## config.mk

```make
export PLATFORM = sky130hd
export DESIGN_NAME = ddr5_act_timing_guard_flat
export DESIGN_NICKNAME = d
export VERILOG_FILES = /design/src/rtl/ddr5_act_timing_guard_if.sv /design/src/rtl/ddr5_act_timing_guard.sv /design/src/flat_wrapper.sv
export SDC_FILE = /design/constraint.sdc
export NUM_CORES = 1
export LEC_CHECK = 0
export BUFFER_PORTS_ARGS = -buffer_cell sky130_fd_sc_hd__buf_2
export CAP_MARGIN = 5
export CORE_UTILIZATION = 55
export CTS_CLUSTER_DIAMETER = 100
export DETAILED_ROUTE_END_ITERATION = 10
export PLACE_DENSITY = 0.75
export SYNTH_ARGS = -nofsm -noshare
export SYNTH_HDL_FRONTEND = slang
export SYNTH_SLANG_ARGS = --single-unit
```

## constraint.sdc

```tcl
create_clock -name clk -period 5.35 [get_ports clk]
set_input_delay 0 -clock clk [delete_from_list [all_inputs] [get_ports clk]]
set_output_delay 0 -clock clk [all_outputs]
set_load 0.01 [all_outputs]
```

## src/rtl/ddr5_act_timing_guard_if.sv

```systemverilog
// Command request channel between a DDR5 command scheduler and the ACT timing guard.
//
// Signals:
//   req_valid  scheduler has a command to issue this cycle
//   req_cmd    command code: NOP=0, ACT=1, RD=2, WR=3, PRE=4, REF=5, MRS=6
//   req_rank   target rank
//   req_bg     target bank group
//   req_ready  guard allows the command to issue; grant = req_valid & req_ready
//
// Modports:
//   master  scheduler side (drives the request, observes ready)
//   slave   guard side (observes the request, drives ready)

interface ddr5_act_timing_guard_if #(
    parameter int unsigned NUM_RANKS = 2,
    parameter int unsigned NUM_BG    = 8
);
    localparam int unsigned RANK_W = (NUM_RANKS > 1) ? $clog2(NUM_RANKS) : 1;
    localparam int unsigned BG_W   = (NUM_BG > 1) ? $clog2(NUM_BG) : 1;

    logic              req_valid;
    logic [3:0]        req_cmd;
    logic [RANK_W-1:0] req_rank;
    logic [BG_W-1:0]   req_bg;
    logic              req_ready;

    modport master (
        output req_valid,
        output req_cmd,
        output req_rank,
        output req_bg,
        input  req_ready
    );

    modport slave (
        input  req_valid,
        input  req_cmd,
        input  req_rank,
        input  req_bg,
        output req_ready
    );
endinterface

```

## src/rtl/ddr5_act_timing_guard.sv

```systemverilog
// DDR5 activate timing guard. Tracks tRRD_S, tRRD_L and tFAW per rank plus 1N/2N
// command spacing, and gates the scheduler's request channel with req_ready. Also
// reports request starvation and keeps saturating stall/starvation counters.
//
// Ports:
//   clk, rst            clock; synchronous active-high reset
//   cfg_2n              1 = 2N command spacing, 0 = 1N
//   cfg_trrd_s/_l       minimum ACT-to-ACT spacing, different / same bank group
//   cfg_tfaw            four-activate window length
//   cfg_starve_thresh   wait cycles before starve_flag (0 disables)
//   req                 request channel (slave side)
//   hazard_*            which timing rule blocks the current request
//   starve_flag         current request has waited >= threshold
//   cnt_*               saturating performance counters

module ddr5_act_timing_guard #(
    parameter int unsigned NUM_RANKS = 2,
    parameter int unsigned NUM_BG    = 8,
    parameter int unsigned FAW_ACTS  = 4,
    parameter int unsigned TW        = 8,
    parameter int unsigned STARVE_W  = 12,
    parameter int unsigned CNT_W     = 32
) (
    input  logic                clk,
    input  logic                rst,
    input  logic                cfg_2n,
    input  logic [TW-1:0]       cfg_trrd_s,
    input  logic [TW-1:0]       cfg_trrd_l,
    input  logic [TW-1:0]       cfg_tfaw,
    input  logic [STARVE_W-1:0] cfg_starve_thresh,
    ddr5_act_timing_guard_if.slave req,
    output logic                hazard_rrd_s,
    output logic                hazard_rrd_l,
    output logic                hazard_faw,
    output logic                hazard_spacing,
    output logic                starve_flag,
    output logic [CNT_W-1:0]    cnt_rrd_stalls,
    output logic [CNT_W-1:0]    cnt_faw_stalls,
    output logic [CNT_W-1:0]    cnt_starve_events
);

    localparam logic [3:0] CmdNop = 4'd0;
    localparam logic [3:0] CmdAct = 4'd1;

    logic [TW-1:0] rrd_s_q [NUM_RANKS];
    logic [TW-1:0] rrd_s_d [NUM_RANKS];
    logic [TW-1:0] rrd_l_q [NUM_RANKS][NUM_BG];
    logic [TW-1:0] rrd_l_d [NUM_RANKS][NUM_BG];
    logic [TW-1:0] faw_q   [NUM_RANKS][FAW_ACTS];
    logic [TW-1:0] faw_d   [NUM_RANKS][FAW_ACTS];

    logic                spacing_q, spacing_d;
    logic [STARVE_W-1:0] wait_q, wait_d;
    logic                starve_q;
    logic [CNT_W-1:0]    cnt_rrd_q, cnt_rrd_d;
    logic [CNT_W-1:0]    cnt_faw_q, cnt_faw_d;
    logic [CNT_W-1:0]    cnt_starve_q, cnt_starve_d;

    logic is_act, faw_full, ready, grant, act_grant, slot_taken;

    // A programmed spacing of N cycles is held off for N-1 cycles after the grant cycle.
    function automatic logic [TW-1:0] load_val(input logic [TW-1:0] v);
        return (v <= TW'(1)) ? '0 : v - TW'(1);
    endfunction

    function automatic logic [TW-1:0] dec(input logic [TW-1:0] v);
        return (v == '0) ? '0 : v - TW'(1);
    endfunction

    // Hazards and ready. Gated by rst so the guard is transparent while in reset.
    always_comb begin
        is_act   = req.req_valid && (req.req_cmd == CmdAct);
        faw_full = 1'b1;
        for (int k = 0; k < FAW_ACTS; k++) begin
            if (faw_q[req.req_rank][k] == '0) faw_full = 1'b0;
        end
        hazard_rrd_s   = !rst && is_act && (rrd_s_q[req.req_rank] != '0);
        hazard_rrd_l   = !rst && is_act && (rrd_l_q[req.req_rank][req.req_bg] != '0);
        hazard_faw     = !rst && is_act && faw_full;
        hazard_spacing = !rst && cfg_2n && spacing_q && req.req_valid &&
                         (req.req_cmd != CmdNop);
        ready     = !(hazard_rrd_s || hazard_rrd_l || hazard_faw || hazard_spacing);
        grant     = req.req_valid && ready;
        act_grant = grant && (req.req_cmd == CmdAct);
        starve_flag = !rst && (cfg_starve_thresh != '0) && (wait_q >= cfg_starve_thresh);
    end

    assign req.req_ready = ready;

    // Timing counters: free-running decrement, overridden by loads on an ACT grant.
    // The tFAW slot is chosen from registered values, so a slot expiring this cycle
    // is not reused until the next one.
    always_comb begin
        slot_taken = 1'b0;
        for (int r = 0; r < NUM_RANKS; r++) begin
            rrd_s_d[r] = dec(rrd_s_q[r]);
            for (int g = 0; g < NUM_BG; g++) begin
                rrd_l_d[r][g] = dec(rrd_l_q[r][g]);
            end
            for (int k = 0; k < FAW_ACTS; k++) begin
                faw_d[r][k] = dec(faw_q[r][k]);
            end
        end
        if (act_grant) begin
            rrd_s_d[req.req_rank]             = load_val(cfg_trrd_s);
            rrd_l_d[req.req_rank][req.req_bg] = load_val(cfg_trrd_l);
            for (int k = 0; k < FAW_ACTS; k++) begin
                if (!slot_taken && (faw_q[req.req_rank][k] == '0)) begin
                    faw_d[req.req_rank][k] = load_val(cfg_tfaw);
                    slot_taken = 1'b1;
                end
            end
        end
    end

    // Spacing, starvation tracking and perf counters.
    always_comb begin
        spacing_d = cfg_2n && grant && (req.req_cmd != CmdNop);

        wait_d = '0;
        if (req.req_valid && !ready) begin
            wait_d = (wait_q == '1) ? wait_q : wait_q + STARVE_W'(1);
        end

        cnt_rrd_d = cnt_rrd_q;
        if ((hazard_rrd_s || hazard_rrd_l) && (cnt_rrd_q != '1)) begin
            cnt_rrd_d = cnt_rrd_q + CNT_W'(1);
        end
        cnt_faw_d = cnt_faw_q;
        if (hazard_faw && (cnt_faw_q != '1)) begin
            cnt_faw_d = cnt_faw_q + CNT_W'(1);
        end
        cnt_starve_d = cnt_starve_q;
        if (starve_flag && !starve_q && (cnt_starve_q != '1)) begin
            cnt_starve_d = cnt_starve_q + CNT_W'(1);
        end
    end

    always_ff @(posedge clk) begin
        if (rst) begin
            for (int r = 0; r < NUM_RANKS; r++) begin
                rrd_s_q[r] <= '0;
                for (int g = 0; g < NUM_BG; g++) begin
                    rrd_l_q[r][g] <= '0;
                end
                for (int k = 0; k < FAW_ACTS; k++) begin
                    faw_q[r][k] <= '0;
                end
            end
            spacing_q    <= 1'b0;
            wait_q       <= '0;
            starve_q     <= 1'b0;
            cnt_rrd_q    <= '0;
            cnt_faw_q    <= '0;
            cnt_starve_q <= '0;
        end else begin
            rrd_s_q      <= rrd_s_d;
            rrd_l_q      <= rrd_l_d;
            faw_q        <= faw_d;
            spacing_q    <= spacing_d;
            wait_q       <= wait_d;
            starve_q     <= starve_flag;
            cnt_rrd_q    <= cnt_rrd_d;
            cnt_faw_q    <= cnt_faw_d;
            cnt_starve_q <= cnt_starve_d;
        end
    end

    // Counters read as zero for the whole reset interval, including its first cycle.
    assign cnt_rrd_stalls    = rst ? '0 : cnt_rrd_q;
    assign cnt_faw_stalls    = rst ? '0 : cnt_faw_q;
    assign cnt_starve_events = rst ? '0 : cnt_starve_q;

endmodule

```

## src/flat_wrapper.sv

```systemverilog
// flat-port wrapper written by rule: the top's interface ports become plain ports
module ddr5_act_timing_guard_flat 
#(
    parameter int unsigned NUM_RANKS = 2,
    parameter int unsigned NUM_BG    = 8,
    parameter int unsigned FAW_ACTS  = 4,
    parameter int unsigned TW        = 8,
    parameter int unsigned STARVE_W  = 12,
    parameter int unsigned CNT_W     = 32
)
  (clk, rst, cfg_2n, cfg_trrd_s, cfg_trrd_l, cfg_tfaw, cfg_starve_thresh, hazard_rrd_s, hazard_rrd_l, hazard_faw, hazard_spacing, starve_flag, cnt_rrd_stalls, cnt_faw_stalls, cnt_starve_events, req_req_valid, req_req_cmd, req_req_rank, req_req_bg, req_req_ready);
  ddr5_act_timing_guard_if #(.NUM_RANKS(NUM_RANKS), .NUM_BG(NUM_BG)) req_i ();
  input  logic clk;
  input  logic rst;
  input  logic cfg_2n;
  input  logic [TW-1:0] cfg_trrd_s;
  input  logic [TW-1:0] cfg_trrd_l;
  input  logic [TW-1:0] cfg_tfaw;
  input  logic [STARVE_W-1:0] cfg_starve_thresh;
  output logic hazard_rrd_s;
  output logic hazard_rrd_l;
  output logic hazard_faw;
  output logic hazard_spacing;
  output logic starve_flag;
  output logic [CNT_W-1:0] cnt_rrd_stalls;
  output logic [CNT_W-1:0] cnt_faw_stalls;
  output logic [CNT_W-1:0] cnt_starve_events;
  input wire logic [$bits(req_i.req_valid)-1:0] req_req_valid;
  input wire logic [$bits(req_i.req_cmd)-1:0] req_req_cmd;
  input wire logic [$bits(req_i.req_rank)-1:0] req_req_rank;
  input wire logic [$bits(req_i.req_bg)-1:0] req_req_bg;
  output wire logic [$bits(req_i.req_ready)-1:0] req_req_ready;
  assign req_i.req_valid = req_req_valid;
  assign req_i.req_cmd = req_req_cmd;
  assign req_i.req_rank = req_req_rank;
  assign req_i.req_bg = req_req_bg;
  assign req_req_ready = req_i.req_ready;
  ddr5_act_timing_guard #(.NUM_RANKS(NUM_RANKS), .NUM_BG(NUM_BG), .FAW_ACTS(FAW_ACTS), .TW(TW), .STARVE_W(STARVE_W), .CNT_W(CNT_W)) u_core (.clk(clk), .rst(rst), .cfg_2n(cfg_2n), .cfg_trrd_s(cfg_trrd_s), .cfg_trrd_l(cfg_trrd_l), .cfg_tfaw(cfg_tfaw), .cfg_starve_thresh(cfg_starve_thresh), .req(req_i), .hazard_rrd_s(hazard_rrd_s), .hazard_rrd_l(hazard_rrd_l), .hazard_faw(hazard_faw), .hazard_spacing(hazard_spacing), .starve_flag(starve_flag), .cnt_rrd_stalls(cnt_rrd_stalls), .cnt_faw_stalls(cnt_faw_stalls), .cnt_starve_events(cnt_starve_events));
endmodule
```

; ---- Yosys cells after proc, flatten, opt, wreduce, memory -nomap -nowiden
; Cells that the tools add are included.
[word_totals]
reg_bits = 318
inputBits = 48
out_inout_bits = 102
elab_cells = 234
[classes]
n_addsub = 33
order_cmp = 8
eq_ne = 5
n_mux = 84
bitwise_logic = 3
n_reduce_logical = 69
[op_table]
columns = op, n
row1 = 64-bit 2-to-1 mux, 12
row2 = 8-bit 2-to-1 mux, 37
row3 = 64-bit bitwise mux, 4
row4 = 8-bit logical NOT, 30
row5 = "8-bit by 1-bit subtractor with 8-bit output, second input constant", 29
row6 = 32-bit 2-to-1 mux, 7
row7 = 128-bit bitwise mux, 1
row8 = 32-bit demux with 1-bit select, 4
row9 = 128-bit 2-to-1 mux, 1
row10 = "32-bit by 1-bit adder with 32-bit output, second input constant", 3
row11 = "32-bit != test, second input constant", 3
row12 = 64-bit demux with 1-bit select, 1
row13 = 16-bit 2-to-1 mux, 2
row14 = 1-bit logical AND, 25
row15 = 8-bit binary-select mux with 3-bit select, 1
row16 = 8-bit demux with 3-bit select, 1
row17 = "8-bit by 1-bit <= comparator with 1-bit output, second input constant", 3
row18 = 24-bit 2-to-1 mux, 1
row19 = 16-bit bitwise mux, 1
row20 = 8-bit nonzero test, 2
row21 = "12-bit by 1-bit adder with 12-bit output, second input constant", 1
row22 = "12-bit equality test, second input constant", 1
row23 = 12-bit greater-or-equal comparator, 1
row24 = 12-bit nonzero test, 1
row25 = other kinds (14), 30

; ---- Longest topological paths before layout
[logic_depth]
depth_word = 28
ltp_mapped = 15

; ---- Worst setup path before layout
; OpenSTA, ideal clock, no wires.
[synth_timing]
path_type = register -> register
startpoint = reg u_core.faw_q[24] (netlist name)
endpoint = reg u_core.rrd_l_q[123] (netlist name)
setup_time_ns = 0.121
arrival_time_ns = 2.532
path_slack_ns = 2.697
path_stages_with_launch = 12
path_buffers = 2
path_cell_list = dfxtp_1 > or4_1 > nor4b_2 > a21oi_1 > nand4_1 > nand4_1 > o21ai_4 > buf_6 > nand3_2 > buf_4 > nand2_1 > o21ai_1
[synth_via]
elab_chain_len = 15
[synth_rtl]
columns = item, line_no
row1 = from (decl), ddr5_act_timing_guard.sv:49  ; logic [TW-1:0] faw_q [NUM_RANKS][FAW_ACTS];
row2 = from (signal assigned), ddr5_act_timing_guard.sv:159  ; faw_q <= faw_d;
row3 = 32-bit 2-to-1 mux (not written as such), ddr5_act_timing_guard.sv:75  ; if (faw_q[req.req_rank][k] == '0) faw_full = 1'b0;
row4 = 32-bit 2-to-1 mux (2 in a row), -
row5 = 8-bit logical NOT, ddr5_act_timing_guard.sv:75
row6 = 1-bit 2-to-1 mux (4 in a row), ddr5_act_timing_guard.sv:75
row7 = 1-bit logical AND, ddr5_act_timing_guard.sv:79  ; hazard_faw = !rst && is_act && faw_full;
row8 = 1-bit logical OR (2 in a row), ddr5_act_timing_guard.sv:82  ; ready = !(hazard_rrd_s || hazard_rrd_l || hazard_faw || hazard_spacing);
row9 = 1-bit logical NOT, ddr5_act_timing_guard.sv:82
row10 = 1-bit logical AND, ddr5_act_timing_guard.sv:83  ; grant = req.req_valid && ready;
row11 = 1-bit logical AND, ddr5_act_timing_guard.sv:84  ; act_grant = grant && (req.req_cmd == CmdAct);
row12 = 128-bit 2-to-1 mux, ddr5_act_timing_guard.sv:104  ; if (act_grant) begin
row13 = to (signal assigned), ddr5_act_timing_guard.sv:158  ; rrd_l_q <= rrd_l_d;
row14 = to (decl), ddr5_act_timing_guard.sv:47  ; logic [TW-1:0] rrd_l_q [NUM_RANKS][NUM_BG];
; No other way between the ends. The select of a mux whose other input is x is not followed.
; A chain may end at the register's enable or synchronous reset.

; ---- Worst setup path after layout
[layout_timing]
startpoint = reg u_core.faw_q[24] (netlist name)
endpoint = reg u_core.faw_q[7] (netlist name)
[layout_via]
elab_chain_len = 18
word_cells_on_any_way = 37
[layout_rtl]
columns = item, line_no
row1 = 32-bit 2-to-1 mux (not written as such) (*), "ddr5_act_timing_guard.sv:75, ddr5_act_timing_guard.sv:108"
row2 = 32-bit 2-to-1 mux (*) (2 in a row), -
row3 = 8-bit logical NOT (*), "ddr5_act_timing_guard.sv:75, ddr5_act_timing_guard.sv:108"
row4 = 1-bit 2-to-1 mux, ddr5_act_timing_guard.sv:108  ; if (!slot_taken && (faw_q[req.req_rank][k] == '0)) begin
row5 = 1-bit 2-to-1 mux, ddr5_act_timing_guard.sv:104
row6 = 1-bit logical NOT, ddr5_act_timing_guard.sv:108
row7 = 1-bit logical AND, ddr5_act_timing_guard.sv:108
row8 = 1-bit 2-to-1 mux, ddr5_act_timing_guard.sv:108
row9 = 1-bit 2-to-1 mux, ddr5_act_timing_guard.sv:104
row10 = 1-bit logical NOT, ddr5_act_timing_guard.sv:108
row11 = 1-bit logical AND, ddr5_act_timing_guard.sv:108
row12 = 1-bit 2-to-1 mux, ddr5_act_timing_guard.sv:108
row13 = 1-bit 2-to-1 mux, ddr5_act_timing_guard.sv:104
row14 = 1-bit logical NOT, ddr5_act_timing_guard.sv:108
row15 = 1-bit logical AND, ddr5_act_timing_guard.sv:108
row16 = 64-bit 2-to-1 mux, ddr5_act_timing_guard.sv:108
row17 = 64-bit 2-to-1 mux (*), ddr5_act_timing_guard.sv:104
; Mark *: on every way between the ends. The rest lies on a longest branch, timed or not. The select of a mux whose other input is x is not followed.

==> results summary <==
The half-perimeter wire length after detailed placement is 31,100 um. The top fanout value on the critical path came out at 19. The final instance area came out at 19,800 um^2. In the final routed layout, each cell accounts on average for 16.5 um.

The first-pass GRT wire length is 75,200 um. The CTS sink count came out at 318. The chip width is 180 um. The net count after synthesis is 2,307. The critical path in this run is classified as register to register. The number of antenna violations at the first check in global routing is 2. The slowest stage of the critical path is the or4_1 cell. The minimum clock period is 3.68 ns.

The antenna cell count came out at 0. The effective utilization at floorplan came out at 56.5%. The predominant post-synthesis flop cell is dfxtp_1. The register clock-pin slew on the reported worst setup and hold paths came out at 0.06 ns. The area of the die came out at 32,600 um^2. The final critical path takes up 68.7% of the cycle. The post-synthesis sequential element count is 318.

The detail route stage leaves a number of antenna-violating nets equal to 0. Static timing analysis puts the maximum clock frequency at 272 MHz. The number of rows created at floorplan came out at 64.

The core area is 31,000 um^2. The analysis attributes to net switching a power of 3.49 mW. In this run the most critical hold path is launched from cfg_starve_thresh[1].

After synthesis, the cell types taking the most area are dfxtp_1 (36%), nor2_1 (5.8%), nand2_1 (5.5%), xor2_1 (4.4%), xnor2_1 (4.0%). After synthesis, flip-flops and latches occupy 36.3% of the total area. Power spread over the standard cell area amounts to 488 nW/um^2. The worst-case clock skew is 0.0123 ns. The count of flip-flops with a built-in enable after synthesis is 0. The worst pin sits at a relative slew slack of 26.9%.

The worst path required time came out at 5.73 ns. The worst setup path is captured at a register. The design internal power came out at 6.16 mW.

The post-detailed-placement cell area came out at 18,500 um^2. The TritonCTS clock tree is built. The net switching share of the total power came out at 36.2%. The total wire length came out at 45,400 um.

Of all cell types, the one taking the most synthesized area is dfxtp_1. The share of power burned in the clock network came out at 26.6%. The measured slew at the worst slew-check pin came out at 1.08 ns. The proportion of power drawn by combinational gates is 37.0%. The worst hold slack across all endpoints is 0.00908 ns. The mean area per synthesized cell is 7.92 um^2. The global-route total usage across every layer came out at 27.6%.

The most common cell in the synthesized netlist is dfxtp_1. The final-report max-slew violation count is 0. The maximum buffer depth of the clock tree is 3. The number of filler cells placed in the layout came out at 2,678. The run finished with clean final reports. The height of the die came out at 180 um.

The buffers inserted during post-CTS setup optimization is 0. For this run the aggregate overflow at the end of global routing stands at 0. The number of warning messages in the yosys log came out at 0.

The share of total power in sequential cells came out at 36.3%. The share of final-layout standard cells stronger than drive strength 1 is 11.9%. The mapped netlist covers 17,500 um^2. The via count of the first global-routing pass is 15,331. Setup repair after global routing left no endpoint under its margin. In the synthesized netlist the async set-or-reset flop fraction comes to 0%. The critical path goes through or4_1 -> nor4b_2 -> a21oi_1 -> nand4_1 -> buf_4 -> nand4_1 -> o21ai_4 -> nand4_1 -> nand3_1 -> o21ai_0.

The total negative setup slack came out at 0 ns. The final routed DRC violation total came out at 0. The min-delay analysis places its worst path in the category primary input to register. From synthesis to final layout, the design area changed by 12.9%.

In the final design database the tool counted 2,432 nets. The clock buffer count from CTS came out at 35. The count of vias placed by the detailed router came out at 16,168.

The instance count of the mapped netlist came out at 2,211. The static power due to leakage is 8.08 nW. The maximum resistive drop on vdd is 196 uV. Setup violations remaining at the end of the flow were counted as 0.

Entering global routing, the biggest net connects 96 pins. The total power consumption of the routed design came out at 9.65 mW. After synthesis, the most frequently instantiated cells are dfxtp_1 (318), nor2_1 (272), nand2_1 (256). The count of H-tree levels built during CTS is 2. The worst setup path is launched from a register.

The worst endpoint data arrival time is 4.05 ns. The number of distinct library cell variants in the gate-level netlist after synthesis came out at 77. The port buffer count came out at 149. The worst register-to-register path begins at u_core.faw_q[24]$_SDFF_PP0_.

The final-report hold violation count was 0. The I/O pin count came out at 150. The cell seen most often among critical-path stages is nand4_1. The area share of the leading cell type in the synthesized netlist came out at 36.3%. The count of routing violations after the opening detailed-route iteration came out at 1,243. The root buffer cell chosen for the clock tree is clkbuf_16.

The most critical setup path has its startpoint at u_core.faw_q[24]$_SDFF_PP0_. The delay of the slowest critical-path stage came out at 0.63 ns. The pre-antenna-repair detailed-routing pass consisted of 9 iterations.

The clock latency of the later-clocked register in the worst-skew pair is 0.52 ns. The number of vias per cell after detailed routing is 5.87. The max-capacitance violation count is 0.

The global placer's final weighted congestion came out at 0.927.
## metal layers
layer | share of wire, % | GRT usage [%] | up-vias
met5 | 0.044 | 0 | -
met3 | 7.8 | 6.12 | 90
met4 | 2.3 | 8.21 | 4
li1 | - | - | 8045
met2 | 45 | 45.4 | 485
met1 | 45 | 36.0 | 7544
## area by class of cell
cell class / instances / area (um^2) / share of cell area [%]
inverter: 91 / 342 / 1.73
clock inverter: 13 / 225 / 1.14
clock buffer: 47 / 991 / 5.01
timing repair buffer: 172 / 950 / 4.80
multi-input combinational: 1718 / 10400 / 52.6
tap: 396 / 495 / 2.51
sequential: 318 / 6370 / 32.2
## flip-flops by register name, indices dropped and copies added (netlist names)
register,cells
u_core.wait_q,12
u_core.cnt_faw_q,32
u_core.faw_q,64
u_core.cnt_rrd_q,32
u_core.rrd_s_q,16
u_core.starve_q,1
u_core.cnt_starve_q,32
u_core.rrd_l_q,128
u_core.spacing_q,1
## critical path: cells and delay by family (launching register included)
family | cells | cell delay [ns]
AOI/OAI and AO/OA | 3 | 0.91
buffers and inverters | 1 | 0.18
DFF | 1 | 0.33
and+or+nand+nor | 6 | 2.12
## layout by cell type, fill, tap and decap left out, types with 13 or more instances in the layout
cell	instances
nand2b_1	13
nand2_1	256
inv_1	90
buf_4	13
or3_1	28
nor4_1	32
nor3_1	76
mux2i_1	27
nand3_1	87
ha_1	48
dfxtp_1	318
xor2_1	89
buf_2	148
nor3b_1	24
nand3_2	15
o21ai_1	24
nor2b_1	107
mux2_2	25
nor2_1	272
clkbuf_16	35
o22ai_1	74
o21ai_0	126
o31ai_1	30
and2_1	16
or4_1	35
a21oi_1	64
xnor2_1	80
and3_1	29
nand4_1	42
## kinds of logic (layout without fill, tap and decap cells)
kind of cell             count (synthesis)  count (layout)  share of synthesized area, %
flip-flops                             318             318                          36.3
AO/OA/AOI/OAI                          382             382                          13.2
AND/OR/NAND/NOR                       1062            1062                          30.5
XOR/XNOR                               169             169                          8.45
adder cells (fa/ha/maj)                 48              48                          3.43
multiplexers                            57              57                          3.79
buffers and inverters                  175             323                          4.25
## stage by stage
step,setup WS (ns),utilization (%),instances
6_report,1.67,63.8,2755
5_1_grt,1.38,63.8,2755
4_1_cts,1.72,63.8,2755
3_5_place_dp,1.65,59.6,2685
3_3_place_gp,1.82,59.6,2685
2_1_floorplan,2.70,-,2211
## power groups by stage
stage	clock network, mW	logic (mW)	registers [mW]
floorplan	0	2.92	3.38
global placement	0	3.39	3.51
detailed placement	0	3.50	3.53
CTS	2.61	3.54	3.49
global route	2.71	4.05	3.58
finish	2.57	3.57	3.51
## final timing paths
check / endpoint / slack (ns) / cells past startpoint
worst max register to register: u_core.faw_q[7]$_SDFF_PP0_ / 1.67 / 10
worst min register to register: u_core.cnt_faw_q[1]$_SDFFE_PP0P_ / 0.50 / 2
worst max-delay path: u_core.faw_q[7]$_SDFF_PP0_ / 1.67 / 10
worst min-delay path: u_core.starve_q$_SDFF_PP0_ / 0.009 / 5
## timing repair
action | 4_1_cts | 5_1_grt
endpoints found under the hold margin | 36 | 0
hold buffers | 10 | 0
resized for setup | 0 | 0
No activity file was read; power rests on OpenSTA's default activity.
